===== config.mk =====
export PLATFORM = sky130hd
export DESIGN_NAME = mem_arbiter
export DESIGN_NICKNAME = d
export VERILOG_FILES = /design/src/rtl/mem_arbiter.sv
export SDC_FILE = /design/constraint.sdc
export NUM_CORES = 1
export LEC_CHECK = 0
export CAP_MARGIN = 20
export CORE_AREA = 2 2 122 124
export CTS_BUF_LIST = sky130_fd_sc_hd__clkbuf_16
export DETAILED_ROUTE_END_ITERATION = 6
export DIE_AREA = 0 0 124 126
export PLACE_DENSITY_LB_ADDON = 0.3
export SLEW_MARGIN = 20
export SYNTH_ARGS = -nofsm -noshare
export SYNTH_HDL_FRONTEND = slang
export SYNTH_SLANG_ARGS = --single-unit

===== constraint.sdc =====
create_clock -name clk -period 2.6 [get_ports clk]
set_input_delay 0.78 -clock clk [delete_from_list [all_inputs] [get_ports clk]]
set_output_delay 0.78 -clock clk [all_outputs]
set_load 0.005 [all_outputs]

===== src/rtl/mem_arbiter.sv =====
// Two-master round-robin arbiter sharing one SRAM slave; grant held until s_ack.
// Optional grant watchdog enabled by defining ARB_TIMEOUT_EN.
module mem_arbiter #(
   parameter int unsigned AW             = 32,
   parameter int unsigned DW             = 32,
   parameter int unsigned TIMEOUT_CYCLES = 255
) (
   input  logic              clk,
   input  logic              rst_n,
   input  logic              m0_sel,
   input  logic              m0_wen,
   input  logic [AW-1:0]     m0_addr,
   input  logic [DW-1:0]     m0_wdata,
   input  logic [DW/8-1:0]   m0_wmask,
   output logic [DW-1:0]     m0_rdata,
   output logic              m0_ack,
   output logic              m0_err,
   input  logic              m1_sel,
   input  logic              m1_wen,
   input  logic [AW-1:0]     m1_addr,
   input  logic [DW-1:0]     m1_wdata,
   input  logic [DW/8-1:0]   m1_wmask,
   output logic [DW-1:0]     m1_rdata,
   output logic              m1_ack,
   output logic              m1_err,
   output logic              s_sel,
   output logic              s_we,
   output logic [DW/8-1:0]   s_byte_en,
   output logic [AW-1:0]     s_addr,
   output logic [DW-1:0]     s_din,
   input  logic [DW-1:0]     s_dout,
   input  logic              s_ack
);

   typedef enum logic [1:0] {
      IDLE = 2'd0,
      GNT0 = 2'd1,
      GNT1 = 2'd2
   } state_t;

   state_t state_q, state_d;
   logic   last_gnt_q, last_gnt_d;
   logic   timeout_hit;

   if (TIMEOUT_CYCLES == 0) begin : g_cfg_check
      $error("mem_arbiter: TIMEOUT_CYCLES must be non-zero");
   end

`ifdef ARB_TIMEOUT_EN
   localparam int unsigned CW = $clog2(TIMEOUT_CYCLES + 1);

   logic [CW-1:0] cnt_q;

   // Counts grant cycles without s_ack; cleared whenever the arbiter is idle.
   always_ff @(posedge clk or negedge rst_n) begin
      if (!rst_n) begin
         cnt_q <= '0;
      end else if (state_q == IDLE) begin
         cnt_q <= '0;
      end else if (!s_ack) begin
         cnt_q <= cnt_q + CW'(1);
      end
   end

   assign timeout_hit = (state_q != IDLE) && !s_ack &&
                        (cnt_q == CW'(TIMEOUT_CYCLES - 1));
`else
   assign timeout_hit = 1'b0;
`endif

   always_ff @(posedge clk or negedge rst_n) begin
      if (!rst_n) begin
         state_q    <= IDLE;
         last_gnt_q <= 1'b0;
      end else begin
         state_q    <= state_d;
         last_gnt_q <= last_gnt_d;
      end
   end

   // Arbitration, slave mux and completion path.
   always_comb begin
      state_d    = state_q;
      last_gnt_d = last_gnt_q;
      s_sel      = 1'b0;
      s_we       = 1'b0;
      s_byte_en  = '0;
      s_addr     = '0;
      s_din      = '0;
      m0_rdata   = '0;
      m0_ack     = 1'b0;
      m0_err     = 1'b0;
      m1_rdata   = '0;
      m1_ack     = 1'b0;
      m1_err     = 1'b0;

      case (state_q)
         IDLE: begin
            if (m0_sel && m1_sel) begin
               state_d = last_gnt_q ? GNT0 : GNT1;
            end else if (m0_sel) begin
               state_d = GNT0;
            end else if (m1_sel) begin
               state_d = GNT1;
            end
         end
         GNT0: begin
            s_sel     = 1'b1;
            s_we      = m0_wen;
            s_byte_en = m0_wmask;
            s_addr    = m0_addr;
            s_din     = m0_wdata;
            if (s_ack) begin
               m0_ack     = 1'b1;
               m0_rdata   = s_dout;
               last_gnt_d = 1'b0;
               state_d    = IDLE;
            end else if (timeout_hit) begin
               m0_ack     = 1'b1;
               m0_err     = 1'b1;
               last_gnt_d = 1'b0;
               state_d    = IDLE;
            end
         end
         GNT1: begin
            s_sel     = 1'b1;
            s_we      = m1_wen;
            s_byte_en = m1_wmask;
            s_addr    = m1_addr;
            s_din     = m1_wdata;
            if (s_ack) begin
               m1_ack     = 1'b1;
               m1_rdata   = s_dout;
               last_gnt_d = 1'b1;
               state_d    = IDLE;
            end else if (timeout_hit) begin
               m1_ack     = 1'b1;
               m1_err     = 1'b1;
               last_gnt_d = 1'b1;
               state_d    = IDLE;
            end
         end
         default: begin
            state_d = IDLE;
         end
      endcase
   end

endmodule


Word level (Yosys, flattened, before mapping). Index checks and enable logic that the tools add are counted.

Logic and storage cells: 34. Output and inout bits: 138. Bits in registers: 3. Input port bits: 175.

Reduce and logical (&&, ||, !) cells: 6. Equality and inequality tests: 6. Multiplexer cells: 20.

Operator list (number): $pmux 32 s2 (2); $mux 32 (3); $mux 2 (5); $pmux 4 s2 (1); $mux 1 (6); $ne 2x2->1 const B (2); $ne 4x4->1 const B (1); $pmux 1 s2 (2); $pmux 2 s2 (1); $reduce_and 3->1 (1); $eq 2x1->1 const B (1); $eq 2x2->1 const B (1); $logic_not 2->1 (1); $ne 2x1->1 const B (1); $reduce_and 2->1 (1); $reduce_bool 2->1 (1); $reduce_or 2->1 (1); $logic_and 1x1->1 (1).

Longest topological paths before layout. Gate-level depths: netlist (run 1).

Depth after elaboration: 4. Gate-level depth with buffers: 6. Depth with buffers taken out: 5.

Least setup slack after synthesis (run 1). Ideal clock, no wire load.

Path type: register to output. Start point: register state_q[1]. End point: output s_addr[11]. Stages on the path, launching flop included: 6. Setup slack: 0.542 ns. Arrival: 1.278 ns. Buffers on the path: 2. Cells stage by stage: dfrtp_1 -> inv_1 -> ha_1 -> buf_2 -> buf_4 -> nor2b_1.

Cells in the longest elaborated chain, start to end: 2.

Ends and longest elaborated chain: from (decl) (line 41) `state_t state_q, state_d;`; from (signal assigned) (line 76) `state_q <= state_d;`; $eq 2x2->1 / $eq 2x1->1 (equally long branches) (line 97) `case (state_q)`; $pmux 32 s2 * (line 97); to (decl) (line 29) `output logic [AW-1:0] s_addr,`.

Every way passes the cells marked *; elsewhere a longest branch is shown, timed or not.

Final worst setup path (run 1).
Start point: register state_q[0]. End point: output s_din[25].

Cells in the longest elaborated chain, start to end: 2.

Ends and longest elaborated chain: $eq 2x2->1 / $eq 2x1->1 (equally long branches) (line 97); $pmux 32 s2 * (line 97); to (decl) (line 30) `output logic [DW-1:0] s_din,`.

Marks and branches as above.

==> impl_metrics.json, run 1 <==
{
  "status": "finished, violations left",
  "violations": "setup timing",
  "grt_pass1_wl_um": 18300,
  "firstDrtPassIters": 5,
  "pwr-share-clk_pct": 5.5,
  "die_width_um": 124,
  "hold_path.class": "flop to flop",
  "power.internal_uw": 2730,
  "mappedNetlistArea_um2": 1800,
  "yosysTopAreaCell": "a22oi_1",
  "total_power_uw": 4350,
  "yosysSeqAreaShare_pct": 4.17,
  "seqCellArea_um2": 75.1,
  "cts-htree-levels": 1,
  "dr.first_iter.drc_count": 81,
  "yosys_warnings": 0,
  "multi_input_area_um2": 1780,
  "core_area_um2": 14300,
  "n_antenna_cell": 0,
  "leakagePower_uw": 0.00291,
  "numCtsBuffers": 3,
  "rsz0062_at_grt": "true",
  "crit_buf_inv": 5,
  "final_nets": 779,
  "swShare_pct": 37.3,
  "antenna_found_initial": 1,
  "hpwl_um": 9300,
  "die-area_um2": 15600,
  "numClockSinks": 3,
  "fillCellCount": 1487,
  "combPwrFrac_pct": 92.5,
  "postRouteWirelength_um": 13500,
  "setup_tns_ps": -54.9,
  "portBuffers": 310,
  "period_share_pct": 101,
  "synth_commonest_cells": "a22oi_1 (69), nor2b_1 (69), and3_1 (64)",
  "pwr-share-seq_pct": 2.0,
  "slowest_stage": "dfrtp_1",
  "max-clock-path-buffers": 2,
  "wl_per_cell_um": 17.2,
  "fin_cells": 782,
  "layout_setup_ws_ps": -34.1,
  "initial_core_util_pct": 12.6,
  "grtUsageTotal_pct": 14.9,
  "worstPathMaxFanout": 13,
  "num_rows": 44,
  "dp.cells": 755,
  "peakVddDrop_uv": 341,
  "layout-drive-gt1-share_pct": 23.7,
  "cp_top_family": "buffers and inverters",
  "crit_arrival_ps": 1850,
  "hold_ws_ps": 544,
  "first_global_vias": 3479,
  "maxCapViolCount": 0,
  "final_max_slew_viol_count": 0,
  "powerDensity_nw_per_um2": 734,
  "synth-edff-count": 0,
  "synth-main-ff-cell": "dfrtp_1",
  "cts_tree": "done",
  "finalSetupViolations": 5,
  "drtAntennaViolNets": 0,
  "required_ps": 1820,
  "critPathKind": "flop to output pin",
  "clk_latency_ps": 220,
  "worst_path_most_repeated_cell": "buf_12",
  "fin_crit_ps": 2630,
  "clkTransAtPathRegs_ps": 30,
  "crit_path_max_incr_delay_ps": 390,
  "io_pins": 313,
  "synth.avg_cell_area_um2": 6.82,
  "fin_skew_ps": 0.273,
  "power.switching_uw": 1620,
  "ys_top_cells_by_area": "a22oi_1 (29%), nor2b_1 (24%), and3_1 (22%)",
  "hold_violations": 0,
  "syn_inst": 264,
  "critPathCaptureType": "output pin",
  "vias": 3442,
  "max_freq_mhz": 380,
  "utilization_pct": 41.4,
  "grt_max_degree": 34,
  "vias_per_cell": 4.40,
  "die_y_um": 126,
  "area_growth_syn_to_layout_pct": 230,
  "crit_chain": "buf_6 > ha_4 > buf_12 > buf_12 > buf_12 > a22oi_1 > nor2b_1 > dlygate4sd2_1",
  "root_buffer": "clkbuf_16",
  "synth_top_area_share_pct": 28.8,
  "async_flop_share_pct": 100,
  "ys_types": 20,
  "place.gp.congestion": 0.849,
  "drcViolationCount": 0,
  "cp-start-kind": "flop",
  "ys_ff_latch": 3,
  "overflow": 0
}
metal layers:
| layer | GRT usage (%) | wire [um] | vias to the layer above |
|---|---|---|---|
| met5 | 0 | 0 | - |
| met4 | 3.57 | 267 | 0 |
| met2 | 29.3 | 7240 | 164 |
| met1 | 16.2 | 4970 | 1612 |
| li1 | - | - | 1644 |
| met3 | 2.40 | 1000 | 22 |
placed cells by master (no fill, tap or decap), types with 2 or more instances in the layout:
cell type,n
and3_1,63
nor2b_2,3
a22oi_2,43
a22oi_1,26
clkbuf_2,24
dfrtp_1,3
dlygate4sd2_1,69
clkdlybuf4s50_1,173
inv_2,2
clkbuf_16,6
buf_16,5
dlymetal6s2s_1,10
buf_6,6
clkdlybuf4s15_1,30
nor2b_1,65
buf_12,11
bufbuf_16,4
buf_4,28
o21ai_0,2
inv_1,3
buf_2,3
and2_1,2
conb_1,2
ha_4,4
cell type report:
class                           count  share of cell area, %
Inverter                            4                  0.253
Multi-Input combinational cell    220                   30.0
Sequential cell                     3                   1.27
Clock buffer                        3                   1.27
Timing Repair Buffer              367                   63.3
Clock inverter                      1                 0.0633
Tap cell                          184                   3.88
sequential cells by signal, summed over array words and instances, names as in the netlist:
register and cells:
state_q 2, last_gnt_q 1
stage by stage:
step / worst slack, ps / instance area, um2
6_report: -34.1 / 5930
5_1_grt: -85.0 / 5930
3_3_place_gp: -387 / 5290
3_5_place_dp: -400 / 5290
2_1_floorplan: 542 / 1800
4_1_cts: -162 / 5620
power groups by stage:
stage | Clock, uW | Combinational, uW | Sequential, uW
after global routing | 246 | 4310 | 92.4
after detailed placement | 0 | 3210 | 86.7
after CTS | 241 | 3690 | 89.3
final | 239 | 4020 | 89.0
after floorplan | 0 | 1390 | 82.3
after global placement | 0 | 3180 | 83.7
final timing paths:
check / end / cells after the start / start / slack, ps
worst min-delay path: last_gnt_q$_DFFE_PN0P_ / 1 / last_gnt_q$_DFFE_PN0P_ / 540
worst min register to register: last_gnt_q$_DFFE_PN0P_ / 1 / last_gnt_q$_DFFE_PN0P_ / 540
worst max register to register: state_q[1]$_DFFE_PN0P_ / 6 / state_q[1]$_DFFE_PN0P_ / 1150
min in group asynchronous: state_q[0]$_DFFE_PN0P_ / 1 / rst_n / 740
max in group asynchronous: state_q[1]$_DFFE_PN0P_ / 1 / rst_n / 1710
worst max-delay path: s_din[25] / 8 / state_q[0]$_DFFE_PN0P_ / -30
worst register-to-register path, delay by kind of cell, from the launching register on:
family                   cells  cell delay [ps]
AO/OA/AOI/OAI                2              310
adder cells (fa/ha/maj)      1              240
buffers and inverters        2              270
flip-flops                   1              400
AND/OR/NAND/NOR              1              120
kinds of logic after synthesis:
kind of cell               share of synthesized area [%]
DFF                                                 4.17
and+or+nand+nor                                     47.5
other                                              0.208
adders and majority gates                           3.48
AOI/OAI and AO/OA                                   31.6
buffers and inverters                               13.1
what timing repair did:
action | CTS | global route
endpoints found under the setup margin | 136 | 57
gates resized for setup | 164 | 135
pin swaps | 2 | 8
cloned | 9 | 3
setup buffers | 5 | 6
hold buffers | 0 | 0
No activity file was read; power rests on OpenSTA's default activity.
==> inputs of run 2 (changes only) <==
- SKIP_CTS_REPAIR_TIMING: not set -> 1
==> run 2 against run 1 <==
- the run still ends with setup timing left
- largest power group unchanged
- hold slack improved by 2.3 ps
- critical path type is now input pin to output pin
- setup slack got worse by 53 ps
- largest cell class unchanged
- critical endpoint is now m1_rdata[0]
- utilization increased by 1.6 points
- highest routed layer unchanged
- routed wire length increased by 0.56%
==> impl_metrics.json, run 2 (synthesized netlist as in run 1, its figures left out) <==
{
  "status": "finished, violations left",
  "violations": "setup timing",
  "cts_tree": "done",
  "period_share_pct": 103,
  "place.gp.congestion": 0.849,
  "final_max_slew_viol_count": 0,
  "crit_arrival_ps": 1910,
  "hold_path.class": "flop to flop",
  "n_antenna_cell": 0,
  "layout-drive-gt1-share_pct": 14.8,
  "max-clock-path-buffers": 2,
  "ff2ff_setup_slack_ps": 1150,
  "finalSetupViolations": 11,
  "grtUsageTotal_pct": 12.7,
  "fillCellCount": 1415,
  "cts-htree-levels": 1,
  "hold_violations": 0,
  "reg2reg_to": "state_q[1]$_DFFE_PN0P_",
  "combPwrFrac_pct": 92.2,
  "dp.cells": 755,
  "layout_setup_ws_ps": -87.2,
  "critPathKind": "input pin to output pin",
  "power.internal_uw": 2670,
  "core_area_um2": 14300,
  "max_freq_mhz": 372,
  "clkTransAtPathRegs_ps": 30,
  "regMostFlops": "state_q",
  "min_from": "last_gnt_q$_DFFE_PN0P_",
  "worstPathMaxFanout": 2,
  "grt_max_degree": 58,
  "final_nets": 784,
  "min_path_cells": 1,
  "crit_chain": "clkdlybuf4s50_1 > and3_1 > clkdlybuf4s50_1",
  "first_global_vias": 3202,
  "numCtsBuffers": 3,
  "cp-start-kind": "input pin",
  "drcViolationCount": 0,
  "leakagePower_uw": 0.00445,
  "swShare_pct": 36.8,
  "postRouteWirelength_um": 13600,
  "fin_cells": 787,
  "grtUsageMet2_pct": 25.2,
  "placed_cell_area_um2": 5290,
  "pwr-share-clk_pct": 5.7,
  "portBuffers": 310,
  "initial_core_util_pct": 12.6,
  "root_buffer": "clkbuf_16",
  "area_growth_syn_to_layout_pct": 242,
  "hpwl_um": 9300,
  "met3_usage_pct": 2.67,
  "firstDrtPassIters": 4,
  "io_pins": 313,
  "pwr-share-seq_pct": 2.1,
  "top_usage_layer": "met2",
  "slowest_stage": "clkdlybuf4s50_1",
  "worstHoldEndpoint": "last_gnt_q$_DFFE_PN0P_",
  "die_y_um": 126,
  "die-area_um2": 15600,
  "r2r_start": "state_q[1]$_DFFE_PN0P_",
  "vias_per_cell": 4.33,
  "dr.first_iter.drc_count": 118,
  "crit_buf_inv": 2,
  "layout.cells.most_common": "clkdlybuf4s50_1",
  "overflow": 0,
  "fin_crit_ps": 2690,
  "fin_skew_ps": 0.288,
  "worst-path-stages": 3,
  "grt_pass1_wl_um": 16100,
  "die_width_um": 124,
  "crit_path_max_incr_delay_ps": 490,
  "top_regs": "state_q (2), last_gnt_q (1)",
  "worst_path_most_repeated_cell": "clkdlybuf4s50_1",
  "setup_tns_ps": -871,
  "cp_top_family": "buffers and inverters",
  "clk_latency_ps": 220,
  "final_cell_area_um2": 6160,
  "powerDensity_nw_per_um2": 685,
  "maxCapViolCount": 0,
  "num_rows": 44,
  "ff2ff_path_depth": 6,
  "antenna_found_initial": 1,
  "required_ps": 1820,
  "mostFrequentLayoutCells": "clkdlybuf4s50_1 (181), dlymetal6s2s_1 (123), nor2b_1 (69)",
  "numClockSinks": 3,
  "power.switching_uw": 1560,
  "place_ws_ps": -400,
  "drtAntennaViolNets": 0,
  "peakVddDrop_uv": 329,
  "critPathCaptureType": "output pin",
  "wl_per_cell_um": 17.2,
  "utilization_pct": 43.0,
  "vias": 3404,
  "largest_reg_flops": 2,
  "rsz0062_at_grt": "true",
  "grtUsageMet1_pct": 13.3
}
run 2: changes by cell type in the layout (fill, tap and decap cells not counted), moves of 4 or more:
cell	previous run	this run
nor2b_1	65	69
bufbuf_16	4	0
a22oi_2	43	11
a22oi_1	26	58
clkdlybuf4s50_1	173	181
clkbuf_2	24	5
dlygate4sd2_1	69	0
buf_4	28	39
clkbuf_16	6	13
dlymetal6s2s_1	10	123
clkdlybuf4s15_1	30	0
buf_16	5	0
run 2: worst register-to-register path: cells and delay by family, from the launching register on:
family	cells	cell delay, ps
and+or+nand+nor	1	120
AOI/OAI and AO/OA	2	310
DFF	1	400
adders and majority gates	1	230
buffers and inverters	2	270
run 2: how the worst max path moves through the flow:
stage,endpoint,from
after CTS,m0_rdata[1],s_ack
after global placement,m0_rdata[2],s_ack
after detailed placement,m0_rdata[1],s_ack
final,m1_rdata[0],s_dout[0]
after global routing,m1_rdata[0],state_q[1]$_DFFE_PN0P_
after floorplan,s_addr[11],state_q[1]$_DFFE_PN0P_
run 2: final cells by class:
cell class                      instances  area (um2)  share of cell area, %
Timing Repair Buffer                  372        4160                   67.5
Multi-Input combinational cell        220        1600                   26.0
Tap cell                              184         230                   3.74
Sequential cell                         3        75.1                   1.22
Clock buffer                            3        75.1                   1.22
Inverter                                4        15.0                  0.244
Clock inverter                          1        3.75                 0.0609
run 2: power by group through the flow:
stage	clock [uW]	combinational, uW	sequential, uW
after detailed placement	0	3210	86.7
after CTS	241	3230	86.2
after floorplan	0	1390	82.3
final	239	3890	89.1
after global routing	246	4170	90.3
after global placement	0	3180	83.7
run 2: routing by layer:
metal / part of all wire (%) / wire [um]
met1: 38 / 5210
met2: 52 / 7100
met3: 7.6 / 1030
met4: 1.5 / 208
met5: 0 / 0
run 2: metrics by stage:
step / power (uW) / hold WS [ps]
global route: 4510 / 564
floorplan: 1470 / 484
CTS: 3550 / 539
global placement: 3260 / 519
finish: 4220 / 546
detailed placement: 3290 / 535
==> inputs of run 3 (changes only) <==
- PLACE_DENSITY: not set -> 0.6
- PLACE_DENSITY_LB_ADDON: 0.3 -> not set
==> run 3 against run 2 <==
- the flow still finishes with violations (setup timing)
- combinational power decreased by 12%
- setup slack got worse by 77 ps
- utilization fell by 1.5 points
- critical path type is now flop to output pin
- largest cell class unchanged
==> impl_metrics.json, run 3 (synthesized netlist as in run 1, its figures left out) <==
{
  "status": "finished, violations left",
  "violations": "setup timing",
  "clk_latency_ps": 220,
  "io_pins": 313,
  "critPathCaptureType": "output pin",
  "grtUsageMet1_pct": 15.0,
  "grt_max_degree": 70,
  "largest_reg_flops": 2,
  "grt_pass1_wl_um": 16200,
  "top_usage_layer": "met2",
  "numClockSinks": 3,
  "leakagePower_uw": 0.00445,
  "cp-start-kind": "flop",
  "dr.first_iter.drc_count": 127,
  "power.internal_uw": 2300,
  "pwr-share-clk_pct": 6.4,
  "fin_cells": 755,
  "required_ps": 1820,
  "portBuffers": 310,
  "place.gp.congestion": 0.863,
  "peakVddDrop_uv": 245,
  "grtUsageTotal_pct": 12.9,
  "fin_skew_ps": 2.27,
  "powerDensity_nw_per_um2": 631,
  "cts_tree": "done",
  "met3_usage_pct": 1.86,
  "final_max_slew_viol_count": 0,
  "critPathKind": "flop to output pin",
  "vias_per_cell": 4.46,
  "rsz0062_at_grt": "true",
  "layout_setup_ws_ps": -164,
  "period_share_pct": 106,
  "initial_core_util_pct": 12.6,
  "firstDrtPassIters": 4,
  "finalSetupViolations": 3,
  "cts-htree-levels": 1,
  "layout-drive-gt1-share_pct": 7.88,
  "maxCapViolCount": 0,
  "vias": 3366,
  "hold_path.class": "flop to flop",
  "clkTransAtPathRegs_ps": 30,
  "drtAntennaViolNets": 0,
  "power.switching_uw": 1450,
  "wl_per_cell_um": 17.7,
  "n_antenna_cell": 0,
  "numCtsBuffers": 3,
  "max-clock-path-buffers": 2,
  "core_area_um2": 14300,
  "max_freq_mhz": 362,
  "swShare_pct": 38.7,
  "layout.cells.most_common": "clkdlybuf4s50_1",
  "die_y_um": 126,
  "dp.cells": 732,
  "crit_arrival_ps": 1980,
  "top_regs": "state_q (2), last_gnt_q (1)",
  "area_growth_syn_to_layout_pct": 230,
  "final_nets": 752,
  "die-area_um2": 15600,
  "ff2ff_setup_slack_ps": 1030,
  "setup_tns_ps": -454,
  "place_ws_ps": -425,
  "root_buffer": "clkbuf_16",
  "antenna_found_initial": 0,
  "postRouteWirelength_um": 13300,
  "drcViolationCount": 0,
  "hold_violations": 0,
  "worstPathMaxFanout": 22,
  "die_width_um": 124,
  "pwr-share-seq_pct": 2.5,
  "first_global_vias": 3099,
  "regMostFlops": "state_q",
  "grtUsageMet2_pct": 24.8,
  "mostFrequentLayoutCells": "clkdlybuf4s50_1 (178), dlymetal6s2s_1 (131), nor2b_1 (69)",
  "hpwl_um": 8920,
  "overflow": 0,
  "num_rows": 44,
  "combPwrFrac_pct": 91.0,
  "fin_crit_ps": 2760
}
==> run 3: cell types whose count changed in the layout (fill, tap and decap cells not counted), moves of 2 or more <==
cell and change:
buf_4 -33, dlymetal6s2s_1 +8, a22oi_1 +7, a22oi_2 -7
clkbuf_2 -5, clkdlybuf4s50_1 -3, buf_12 +2, buf_6 -2
buf_8 +2
==> run 3: path summary, 6_finish.rpt <==
| path | from | end | cells after the start |
|---|---|---|---|
| max | state_q[0]$_DFFE_PN0P_ | s_din[11] | 7 |
| min | last_gnt_q$_DFFE_PN0P_ | last_gnt_q$_DFFE_PN0P_ | 1 |
| max in group asynchronous | rst_n | state_q[1]$_DFFE_PN0P_ | 1 |
| min in group asynchronous | rst_n | state_q[0]$_DFFE_PN0P_ | 1 |
| max reg2reg | state_q[1]$_DFFE_PN0P_ | state_q[1]$_DFFE_PN0P_ | 6 |
| min reg2reg | last_gnt_q$_DFFE_PN0P_ | last_gnt_q$_DFFE_PN0P_ | 1 |
==> run 3: power by group through the flow <==
stage	clock network, uW	logic, uW	registers [uW]
after floorplan	0	1390	82.3
after global placement	0	2900	87.4
after detailed placement	0	2940	84.3
after CTS	246	2950	85.9
after global routing	251	3660	99.3
final	242	3410	94.9
==> run 3: worst max-delay path, cell delays in order, from the launching register on <==
cell,delay (ps)
dfrtp_1,390
inv_2,130
ha_4,190
buf_12,120
buf_12,160
a22oi_1,100
nor2b_1,140
clkdlybuf4s50_1,520
==> run 3: cell type report <==
class / instances / area, um2
Inverter: 4 / 17.5
Tap cell: 184 / 230
Timing Repair Buffer: 340 / 3980
Clock buffer: 3 / 75.1
Multi-Input combinational cell: 220 / 1560
Sequential cell: 3 / 76.3
Clock inverter: 1 / 3.75
Fill cell: 1413 / 8370
==> run 3: metrics by stage <==
step | total power, uW | hold WS, ps | utilization (%) | instance area (um2)
CTS | 3280 | 524 | 36.2 | 5180
finish | 3750 | 527 | 41.5 | 5950
global route | 4020 | 572 | 41.5 | 5950
floorplan | 1470 | 484 | - | 1800
global placement | 2990 | 537 | 35.7 | 5110
detailed placement | 3020 | 516 | 35.7 | 5110
==> run 3: metal layers <==
layer / wire (um) / part of all wire [%]
met4: 99 / 0.74
met2: 7070 / 53
met5: 0 / 0
met1: 5310 / 40
met3: 852 / 6.4
==> variant 1: new RTL, settings of run 1 <==
`AW`: 32 -> 16.
--- a/src/rtl/mem_arbiter.sv
+++ b/src/rtl/mem_arbiter.sv
@@ -3,3 +3,3 @@
 module mem_arbiter #(
-   parameter int unsigned AW             = 32,
+   parameter int unsigned AW             = 16,
    parameter int unsigned DW             = 32,
Interface: changed (resized m0_addr, m1_addr and s_addr); port bits go from 313 to 265. No check against the original RTL was run, so the function may have changed too.
==> variant 1 against run 1 <==
Final area fell by 24%. Worst setup slack improved by 92 ps. Non-clock buffer count fell by 86. Wire length fell by 27%. Area after synthesis fell by 14%. Clock skew barely moved. Sequential cell count did not move. Via count fell by 20%. Total power fell by 37%. Critical path depth fell by 4. Critical path type unchanged. Largest power group unchanged.
==> variant 1: results (changes against run 1) <==
* Worst Setup SP: state_q[1] (was state_q[0])
- The wire length on met1 came to 3588 um (was 4971 um).
- Leak Pwr: 2.349 nW (was 2.910 nW)
- The share of synthesized cell area in full adder, half adder and majority cells is 4.032% (was 3.477%).
* Detailed router's first-iteration violation count: 88 (was 81)
- The critical-path maximum fanout came to 32 (was 13).
* Met1 track utilization from global routing: 11.01% (was 16.16%)
* Global-route usage over all layers: 10.73% (was 14.89%)
- The placer congestion estimate is 0.7587 (was 0.8491).
- The total instance count after detailed placement is 653 (was 755).
* Most area-consuming cells after synthesis: sky130_fd_sc_hd__and3_1 26%, sky130_fd_sc_hd__a22oi_1 26%, sky130_fd_sc_hd__nor2b_1 21%, sky130_fd_sc_hd__dfrtp_1 4.8%, sky130_fd_sc_hd__buf_6 4.4% (was sky130_fd_sc_hd__a22oi_1 29%, sky130_fd_sc_hd__nor2b_1 24%, sky130_fd_sc_hd__and3_1 22%, sky130_fd_sc_hd__dfrtp_1 4.2%, sky130_fd_sc_hd__buf_2 3.9%)
- Met2 Resource Use GR: 21.62% (was 29.31%)
- The worst-case setup slack after placement came to -421.5 ps (was -399.5 ps).
- Seq/Total Area, Yosys: 4.839% (was 4.172%)
- Max IR drop VDD: 352.5 uV (was 341.3 uV)
- The total half-perimeter wirelength after legalization and detailed placement came to 7058 um (was 9303 um).
- Post-layout net count: 629 (was 779)
- The power dissipated by switching net loads is 0.001097 W (was 0.001623 W).
- Detail Route met3 WL: 928 um (was 1003 um)
- Drt pass-1 iters: 4 (was 5)
- Fraction of final layout cells sized beyond drive strength 1: 6.042% (was 23.75%)
* Met3 demand-to-capacity share in global routing: 2.174% (was 2.400%)
- The final clock skew was 0.4056 ps (was 0.2729 ps).
* Number of global-route vias before repair: 2739 (was 3479)
- Post-CTS setup buffers: 1 (was 5)
* Final routed wirelength across all metal layers: 9783 um (was 13480 um)
- Final non-filler cell total: 664 (was 782)
- Number of antenna violations at the first check in global routing: 0 (was 1)
* Power in sequential cells: 0.0000862 W (was 0.0000890 W)
* Result of the run: completed (was finished, violations left)
* Fraction of the mapped netlist area in compound gates: 28.87% (was 31.57%)
- Cell Area, Placed: 4410 um^2 (was 5289 um^2)
[variant 1: critical path, cell delays in order, from the launching register on]
cell,delay [ps]
sky130_fd_sc_hd__dfrtp_1,370
sky130_fd_sc_hd__inv_2,80
sky130_fd_sc_hd__ha_2,380
sky130_fd_sc_hd__buf_12,170
sky130_fd_sc_hd__clkdlybuf4s50_1,520
[variant 1: area by class of cell]
class | count | share of cell area [%]
inverters | 4 | 0.3311
repair buffers | 281 | 62.25
flip-flops and latches | 3 | 1.656
clock inverters | 1 | 0.08278
clock buffers | 3 | 1.656
well taps | 184 | 5.077
multi-input cells | 188 | 28.95
[variant 1: worst paths after layout]
path,slack (ps),to,depth (start not counted)
max,60,s_sel,4
min,540,last_gnt_q,1
max reg2reg,1050,state_q[0],6
min reg2reg,540,last_gnt_q,1
max in group asynchronous,1700,last_gnt_q,1
min in group asynchronous,750,state_q[0],1
==> variant 2: new RTL, config.mk and constraints of run 1 <==
Made on the original files. The 3 states of `state_t` get a one-hot encoding in 3 bits.
--- a/src/rtl/mem_arbiter.sv
+++ b/src/rtl/mem_arbiter.sv
@@ -34,6 +34,6 @@
 
-   typedef enum logic [1:0] {
-      IDLE = 2'd0,
-      GNT0 = 2'd1,
-      GNT1 = 2'd2
+   typedef enum logic [2:0] {
+      IDLE = 3'b001,
+      GNT0 = 3'b010,
+      GNT1 = 3'b100
    } state_t;
Formal check against the unedited RTL: no difference found for any inputs over 10 cycles, from zero or initial values and one cycle with rst_n low; not proved beyond that.
==> variant 2 against run 1 <==
Global-route usage is 2.0 points lower. Final cell count is 11% lower. Worst hold slack worse by 37 ps. Synthesized cell count is 29% lower. Area after synthesis is 22% lower. Wire length is 13% lower. Sequential cell count is 1 higher. Final area is 15% lower. Worst setup slack better by 43 ps. Critical path depth is 1 lower.
Power is not compared: it rests on default switching activity, and its combinational part moved more than twofold at a synthesized area within 25%.
==> variant 2: results (changes against run 1) <==
- Result of the run: completed (was finished, violations left).
* Fraction of area in multi-input gates: 22.73% (was 29.99%)
- Global-route wire length before repair: 15730 um (was 18330 um)
- The critical-path maximum fanout is 6 (was 13).
- Peak per-stage delay on the critical path: 580 ps (was 390 ps)
* Met2 Resource Use GR: 26.73% (was 29.31%)
- The post-route non-filler standard cell count was 699 (was 782).
- Most area-consuming cells after synthesis: sky130_fd_sc_hd__a22o_1 43%, sky130_fd_sc_hd__and3_1 28%, sky130_fd_sc_hd__buf_4 5.9%, sky130_fd_sc_hd__dfrtp_1 5.3%, sky130_fd_sc_hd__clkbuf_1 3.5% (was sky130_fd_sc_hd__a22oi_1 29%, sky130_fd_sc_hd__nor2b_1 24%, sky130_fd_sc_hd__and3_1 22%, sky130_fd_sc_hd__dfrtp_1 4.2%, sky130_fd_sc_hd__buf_2 3.9%).
- The met3 routing resource usage after global routing was 2.763% (was 2.400%).
- Startpoint of the most critical register-to-register path: state_q[2] (was state_q[1])
* Final-layout clock-cell area share: 1.568% (was 1.329%)
- Highest metal layer used by the detailed router: met5 (was met4)
- The synthesized area divided by synthesized cell count was 7.494 um^2 (was 6.815 um^2).
- Worst Setup SP: state_q[0] (unchanged)
- The inverter count of the layout excluding clock inverters is 3 (was 4).
* Number of global-route vias before repair: 2995 (was 3479)
- Commonest cells in the netlist: 69 x sky130_fd_sc_hd__a22o_1, 64 x sky130_fd_sc_hd__and3_1, 13 x sky130_fd_sc_hd__clkbuf_1 (was 69 x sky130_fd_sc_hd__a22oi_1, 69 x sky130_fd_sc_hd__nor2b_1, 64 x sky130_fd_sc_hd__and3_1)
- The placer congestion estimate came to 0.8272 (was 0.8491).
* Total routed wire length on the met1 layer: 4001 um (was 4971 um)
* DPL Wire Length: 8792 um (was 9303 um)
- The total routing resource utilization after global routing was 12.90% (was 14.89%).
* Met1 track utilization from global routing: 12.23% (was 16.16%)
- The cell depth of the worst flop-to-flop path was 8 (was 6).
- Worst-case setup slack after placement: -418.4 ps (was -399.5 ps)
- Setup crit end: s_addr[21] (was s_din[25])
* Worst path arrival time: 1810 ps (was 1850 ps)
==> variant 2: cell types whose count changed in the layout (fill, tap and decap cells not counted), sizes merged, moves of 5 or more <==
| cell | change |
|---|---|
| a22o | +68 |
| a22oi | -69 |
| buf | -12 |
| clkbuf | +21 |
| dlygate4sd2 | -40 |
| dlymetal6s2s | +28 |
| ha | -5 |
| nor2b | -68 |
==> variant 2: metrics by stage <==
stage	hold WS (ps)	total power [W]
2_1_floorplan	466.5	0.0007728
3_3_place_gp	498.9	0.001858
3_5_place_dp	506.9	0.001871
4_1_cts	512.7	0.002074
5_1_grt	526.6	0.002304
6_report	507.1	0.002148
==> variant 2: timing repair <==
action                                  4_1_cts  5_1_grt
resized for setup                           118      166
pin swaps                                     4        2
endpoints found under the setup margin      136       41
setup buffers                                 7       11
cloned                                        4        3
==> variant 2: cell families after synthesis <==
family | after synthesis | share of synthesized area [%]
compound gates | 76 | 46.27
simple gates | 73 | 33.66
buf+inv | 34 | 12.61
flops | 4 | 7.194
other cells | 1 | 0.2662
